`config.mk`:
```
export PLATFORM = sky130hd
export DESIGN_NAME = hazard_forward_ctrl
export DESIGN_NICKNAME = d
export VERILOG_FILES = /design/src/rtl/hazard_forward_ctrl.sv
export SDC_FILE = /design/constraint.sdc
export NUM_CORES = 1
export LEC_CHECK = 0
export ABC_AREA = 1
export CAP_MARGIN = 20
export CORE_MARGIN = 8
export CORE_UTILIZATION = 40
export DETAILED_ROUTE_END_ITERATION = 8
export GPL_ROUTABILITY_DRIVEN = 0
export GPL_TIMING_DRIVEN = 0
export PLACE_DENSITY = 0.64
export SLEW_MARGIN = 0
export SYNTH_ARGS = -nofsm -noshare
export SYNTH_HDL_FRONTEND = slang
export SYNTH_SLANG_ARGS = --single-unit
```
`constraint.sdc`:
```
create_clock -name clk -period 2.1 [get_ports clk]
set_input_delay 0.21 -clock clk [delete_from_list [all_inputs] [get_ports clk]]
set_output_delay 0.21 -clock clk [all_outputs]
set_load 0.01 [all_outputs]
```
`src/rtl/hazard_forward_ctrl.sv`:
```
// hazard_forward_ctrl: operand bypass selects and load-use stall control for an in-order pipeline
module hazard_forward_ctrl #(
   parameter int REG_BITS   = 5,
   parameter int NUM_SRC    = 2,
   parameter int FWD_STAGES = 2,
   parameter int LOAD_LAT   = 1,
   parameter int CNT_BITS   = 16,
   localparam int SEL_BITS  = $clog2(FWD_STAGES + 1)
) (
   input  logic                         clk,
   input  logic                         rst,
   input  logic                         id_valid_i,
   input  logic [NUM_SRC*REG_BITS-1:0]  id_src_i,
   input  logic [NUM_SRC-1:0]           id_src_used_i,
   input  logic [REG_BITS-1:0]          id_dest_i,
   input  logic                         id_wen_i,
   input  logic                         id_is_load_i,
   input  logic                         flush_i,
   input  logic                         freeze_i,
   output logic                         stall_o,
   output logic [NUM_SRC*SEL_BITS-1:0]  ex_fwd_sel_o,
   output logic                         ex_valid_o,
   output logic [CNT_BITS-1:0]          stall_cycles_o
);
   typedef struct packed {
      logic                v;
      logic                w;
      logic                l;
      logic [REG_BITS-1:0] d;
   } ent_t;
   ent_t [FWD_STAGES-1:0] s_q, s_d;
   logic [NUM_SRC-1:0][SEL_BITS-1:0] op_sel;
   logic [NUM_SRC-1:0] op_haz;
   logic [NUM_SRC*SEL_BITS-1:0] sel_q, sel_d;
   logic [CNT_BITS-1:0] cnt_q, cnt_d;
   logic accept;
   // scan from oldest to youngest so the nearest matching producer overrides
   always_comb begin
      op_sel = '0;
      op_haz = '0;
      for (int i = 0; i < NUM_SRC; i++)
         for (int j = FWD_STAGES - 1; j >= 0; j--)
            if (id_src_used_i[i] && s_q[j].v && s_q[j].w && s_q[j].d != '0 &&
                s_q[j].d == id_src_i[i*REG_BITS +: REG_BITS]) begin
               op_haz[i] = s_q[j].l && (j < LOAD_LAT);
               op_sel[i] = op_haz[i] ? '0 : SEL_BITS'(j + 1);
            end
   end
   assign stall_o = id_valid_i & ~flush_i & (|op_haz);
   assign accept  = id_valid_i & ~flush_i & ~stall_o;
   // next shadow pipeline, selects and saturating stall counter
   always_comb begin
      s_d[0] = accept ? ent_t'{v: 1'b1, w: id_wen_i, l: id_is_load_i, d: id_dest_i} : '0;
      for (int j = 1; j < FWD_STAGES; j++) s_d[j] = s_q[j-1];
      sel_d = accept ? op_sel : '0;
      cnt_d = (stall_o && cnt_q != '1) ? cnt_q + 1'b1 : cnt_q;
   end
   // state advances only while the pipeline is not frozen
   always_ff @(posedge clk or posedge rst) begin
      if (rst) begin
         s_q   <= '0;
         sel_q <= '0;
         cnt_q <= '0;
      end else if (!freeze_i) begin
         s_q   <= s_d;
         sel_q <= sel_d;
         cnt_q <= cnt_d;
      end
   end
   assign ex_valid_o     = s_q[0].v;
   assign ex_fwd_sel_o   = sel_q;
   assign stall_cycles_o = cnt_q;
endmodule
```
Word level (Yosys, flattened, before mapping)
Index checks and enable logic that the tools add are counted.

cells by class
  reductions and logical operators = 21
  eq/ne operators = 5
  muxes and demuxes = 9
  $add $sub $neg = 1
  bitwise operators = 6

operators with widths
  cell                                                              count
  5-bit == test                                                     4
  1-bit logical AND                                                 17
  16-bit by 1-bit adder with 16-bit output (second input constant)  1
  16-bit inequality test (second input constant)                    1
  5-bit nonzero test                                                2
  2-bit 2-to-1 mux                                                  4
  8-bit 2-to-1 mux                                                  1
  4-bit 2-to-1 mux                                                  1
  1-bit AND                                                         3
  1-bit 2-to-1 mux                                                  3
  1-bit NOT                                                         3
  2-bit AND reduction                                               1
  2-bit OR reduction                                                1

storage, ports and cells
  word-level logic and storage cells = 51
  output and inout port bits = 22
  flip-flop bits (word level) = 35
  input port bits = 24

Longest topological paths before layout
  depth in word-level cells = 10
  depth in mapped cells = 12
  gate-level depth less buffers = 11

Worst setup path after synthesis
OpenSTA, ideal clock, no wires.

  kind = flip-flop to flip-flop
  start = register cnt_q[0] (netlist: stall_cycles_o[0])
  end = register cnt_q[6] (netlist: stall_cycles_o[6])
  data required time = 1983 ps
  buffers on the path = 1
  path slack = 441 ps
  period minus slack after synthesis = 1659 ps
  cell stages (with the launch flop) = 12
  arrival = 1542 ps
  path through = dfrtp_1 ha_1 inv_1 nor3_4 nand2_2 nor2_2 nand3_2 inv_1 nor2_1 buf_6 nand3_1 nand2_1

on the way
  cells in the longest elaborated chain, start to end = 3
  elaborated cells between the ends (all ways) = 4

ends and longest elaborated chain
  what                                                                              line  source
  start, declared                                                                   35    logic [CNT_BITS-1:0] cnt_q, cnt_d;
  start signal, assigned                                                            67    cnt_q <= cnt_d;
  branches (longest 3 deep; another with 16-bit by 1-bit adder with 16-bit output)  -

Parallel ways; which one is timed is not known.
A chain may end at the register's enable or synchronous reset.

Worst setup path after layout
  start = register cnt_q[0] (netlist: stall_cycles_o[0])
  end = register cnt_q[8] (netlist: stall_cycles_o[8])

The elaborated chain is that of the path after synthesis.

==> flow_summary_export.csv <==
group,metric,value,unit
die,die_area,7880,um2
clocking,cts_hold_buf,0,
drt,via_per_inst,4.79,
yosys,seq_area_frac_synth,41.4,%
yosys,syn_inst,279,
worst_setup_path,critical_path.slowest_cell,"dfrtp_1",
yosys,synth_warnings,0,
worst_setup_path,path_cells,"ha_1 > inv_1 > nor3_4 > nand2_2 > nor2_2 > nand3_2 > inv_1 > nor2_1 > buf_6 > nand3_1 > nand2_1",
drt,ant_nets,0,
worst_setup_path,max_stage_delay,0.42,ns
clocking,cts_tree,"built",
yosys,ys_seq_elements,35,
layout,antenna_cells,0,
global_route,grt_usage,15.0,%
layout,drive_gt1_share,10.1,%
yosys,syn_nets,304,
worst_setup_path,cpMostUsedCell,"inv_1",
die,ioPinCount,46,
sta,fin_ws,0.241,ns
clocking,htree_levels,2,
power_and_ir_drop,ir_worst_vdd,0.297,mV
worst_setup_path,worstSetupEndpointType,"register",
global_route,antenna_found_initial,0,
yosys,ys.flop_type,"dfrtp_1",
global_route,grt_max_degree,23,
die,chipWidth,88.8,um
global_route,grt_pass1_vias,1963,
drt,vias,1940,
placed_design,dp_slack,-0.184,ns
sta,fin_hold_ws,0.305,ns
clocking,root_buffer,"clkbuf_8",
yosys,synth_edf_count,0,
yosys,synth_top_area_cell,"dfrtp_1",
worst_setup_path,cp-start-kind,"register",
min_path,hold_path_class,"input pin to asynchronous set/reset pin",
flow_run,maxCapViolCount,0,
clocking,cts_made_buffers,5,
clocking,clock_path_buffers,2,
yosys,synth_area_leaders,"dfrtp_1 (41%), nand2_1 (16%), xnor2_1 (7.0%)",
yosys,synth_commonest_cells,"nand2_1 (90), dfrtp_1 (35), inv_1 (28)",
yosys,synth.most_common_cell,"nand2_1",
drt,routed_wl,5450,um
die,num_rows,26,
layout,num-fill-cells,503,
clocking,clkLatencyLatePin,0.29,ns
clocking,clkSinkCount,35,
power_and_ir_drop,finalPower,1.38,mW
power_and_ir_drop,powerDensity,496,nW/um2
worst_setup_path,critPathArrivalTime,2.03,ns
sta,max_slew_margin,57.2,%
sta,fin_crit_sh,88.5,%
die,core_area,5110,um2
worst_setup_path,worstPathBufferInverterCount,3,
layout,nets,359,
clocking,clk_transition_reported_paths,0.07,ns
sta,worst_pin_slew,0.642,ns
worst_setup_path,cpLargestDelayFamily,"simple AND/OR/NAND/NOR gates",
die,initial_core_util,41.5,%
layout,stdcell_count,405,
placed_design,hpwl,4150,um
sta,grt_setup_unrepaired,"false",
drt,drc_errors,0,
global_route,overflow,0,
status,status,"finished, final reports clean",
yosys,ys_types,26,
drt,drtIter0Drc,72,
power_and_ir_drop,leakagePower,1.27,nW
drt,detail_route.wl_per_cell,13.4,um
sta,max_freq,538,MHz
yosys,synth_area,2120,um2
drt,first_pass_iters,6,
placed_design,port_buffers,45,
yosys,synth_top_area_share,41.4,%
worst_setup_path,crit_required,2.27,ns
yosys,synthArstFlopShare,100,%
placed_design,dp_cells,395,
global_route,grt_pass1_wl,9160,um
die,die_h,88.8,um
worst_setup_path,crit_fanout,10,
sta,setup_viol,0,
worst_setup_path,path_class,"register to register",
sta,period_minus_slack,1.86,ns
sta,maxSlewViolCount,0,
sta,worst_clock_skew,0.00885,ns
sta,hold_viol,0,
layout,areaGrowthSynthToFinish,31.5,%
yosys,syn_avg_cell_area,7.59,um2
==> stage by stage <==
stage | cell area (um2) | utilization (%) | setup TNS [ns]
3_5_place_dp | 2680 | 52.5 | -0.184
6_report | 2780 | 54.5 | 0
3_3_place_gp | 2660 | 52.0 | -0.178
2_1_floorplan | 2120 | - | 0
5_1_grt | 2780 | 54.5 | 0
4_1_cts | 2770 | 54.2 | 0
==> path summary, 6_finish.rpt <==
kind,start,to,slack (ns),cells past startpoint
worst max-delay path,stall_cycles_o[0],stall_cycles_o[8],0.24,11
worst min-delay path,rst,stall_cycles_o[4],0.31,2
worst max register to register,stall_cycles_o[0],stall_cycles_o[8],0.24,11
worst min register to register,ex_fwd_sel_o[3],ex_fwd_sel_o[3],0.48,2
max in group asynchronous,rst,stall_cycles_o[6],1.26,3
min in group clk,id_is_load_i,s_d[13],0.46,3
==> placed cells by master (no fill, tap or decap), drive strengths merged <==
| cell type | Yosys | routed |
|---|---|---|
| nand2 | 91 | 91 |
| clkdlybuf4s50 | 0 | 44 |
| dfrtp | 35 | 35 |
| inv | 29 | 29 |
| nand3 | 28 | 28 |
| nor2 | 21 | 21 |
| xnor2 | 17 | 17 |
| o21ai | 15 | 15 |
| nor3 | 10 | 10 |
| clkbuf | 2 | 10 |
| xor2 | 9 | 9 |
| nand4 | 8 | 8 |
| buf | 4 | 7 |
| or2 | 5 | 5 |
| nor4 | 2 | 2 |
| nand3b | 1 | 1 |
| nor3b | 1 | 1 |
| ha | 1 | 1 |
| clkinv | 0 | 1 |
==> kinds of logic (layout without fill, tap and decap cells) <==
kind of cell / after synthesis / after routing / synth area share [%]
AND/OR/NAND/NOR: 167 / 167 / 36.5
flip-flops: 35 / 35 / 41.4
buffers and inverters: 35 / 91 / 7.21
XOR/XNOR: 26 / 26 / 10.8
AO/OA/AOI/OAI: 15 / 15 / 3.55
adder cells (fa/ha/maj): 1 / 1 / 0.591
==> flip-flops by register name, indices dropped and copies added (netlist names) <==
register,cells
s_d,7
ex_valid_o,1
ex_fwd_sel_o,4
stall_cycles_o,16
s_q,7
==> timing repair <==
item,CTS,global route
endpoints found under the setup margin,1,1
setup buffers,0,2
pin swaps,0,3
resized for setup,3,5
==> layer usage <==
layer	share of wire [%]	track usage (%)
met3	6.6	6.13
met2	47	23.4
met5	0	0
met1	46	18.8
met4	0.66	3.23
==> power breakdown <==
part / internal, mW / switching, mW
sequential: 0.693 / 0.0189
combinational: 0.0957 / 0.0991
clock: 0.233 / 0.241
total: 1.02 / 0.359
==> cell type report <==
type	count	area, um2	share of cell area (%)
Inverter	29	109	3.91
Timing Repair Buffer	48	488	17.5
Sequential cell	35	876	31.5
Multi-Input combinational cell	209	1100	39.5
Clock buffer	7	76.3	2.74
Clock inverter	1	5.00	0.180
Tap cell	70	87.6	3.15
Buffer	6	43.8	1.57
No activity file was read; power rests on OpenSTA's default activity.
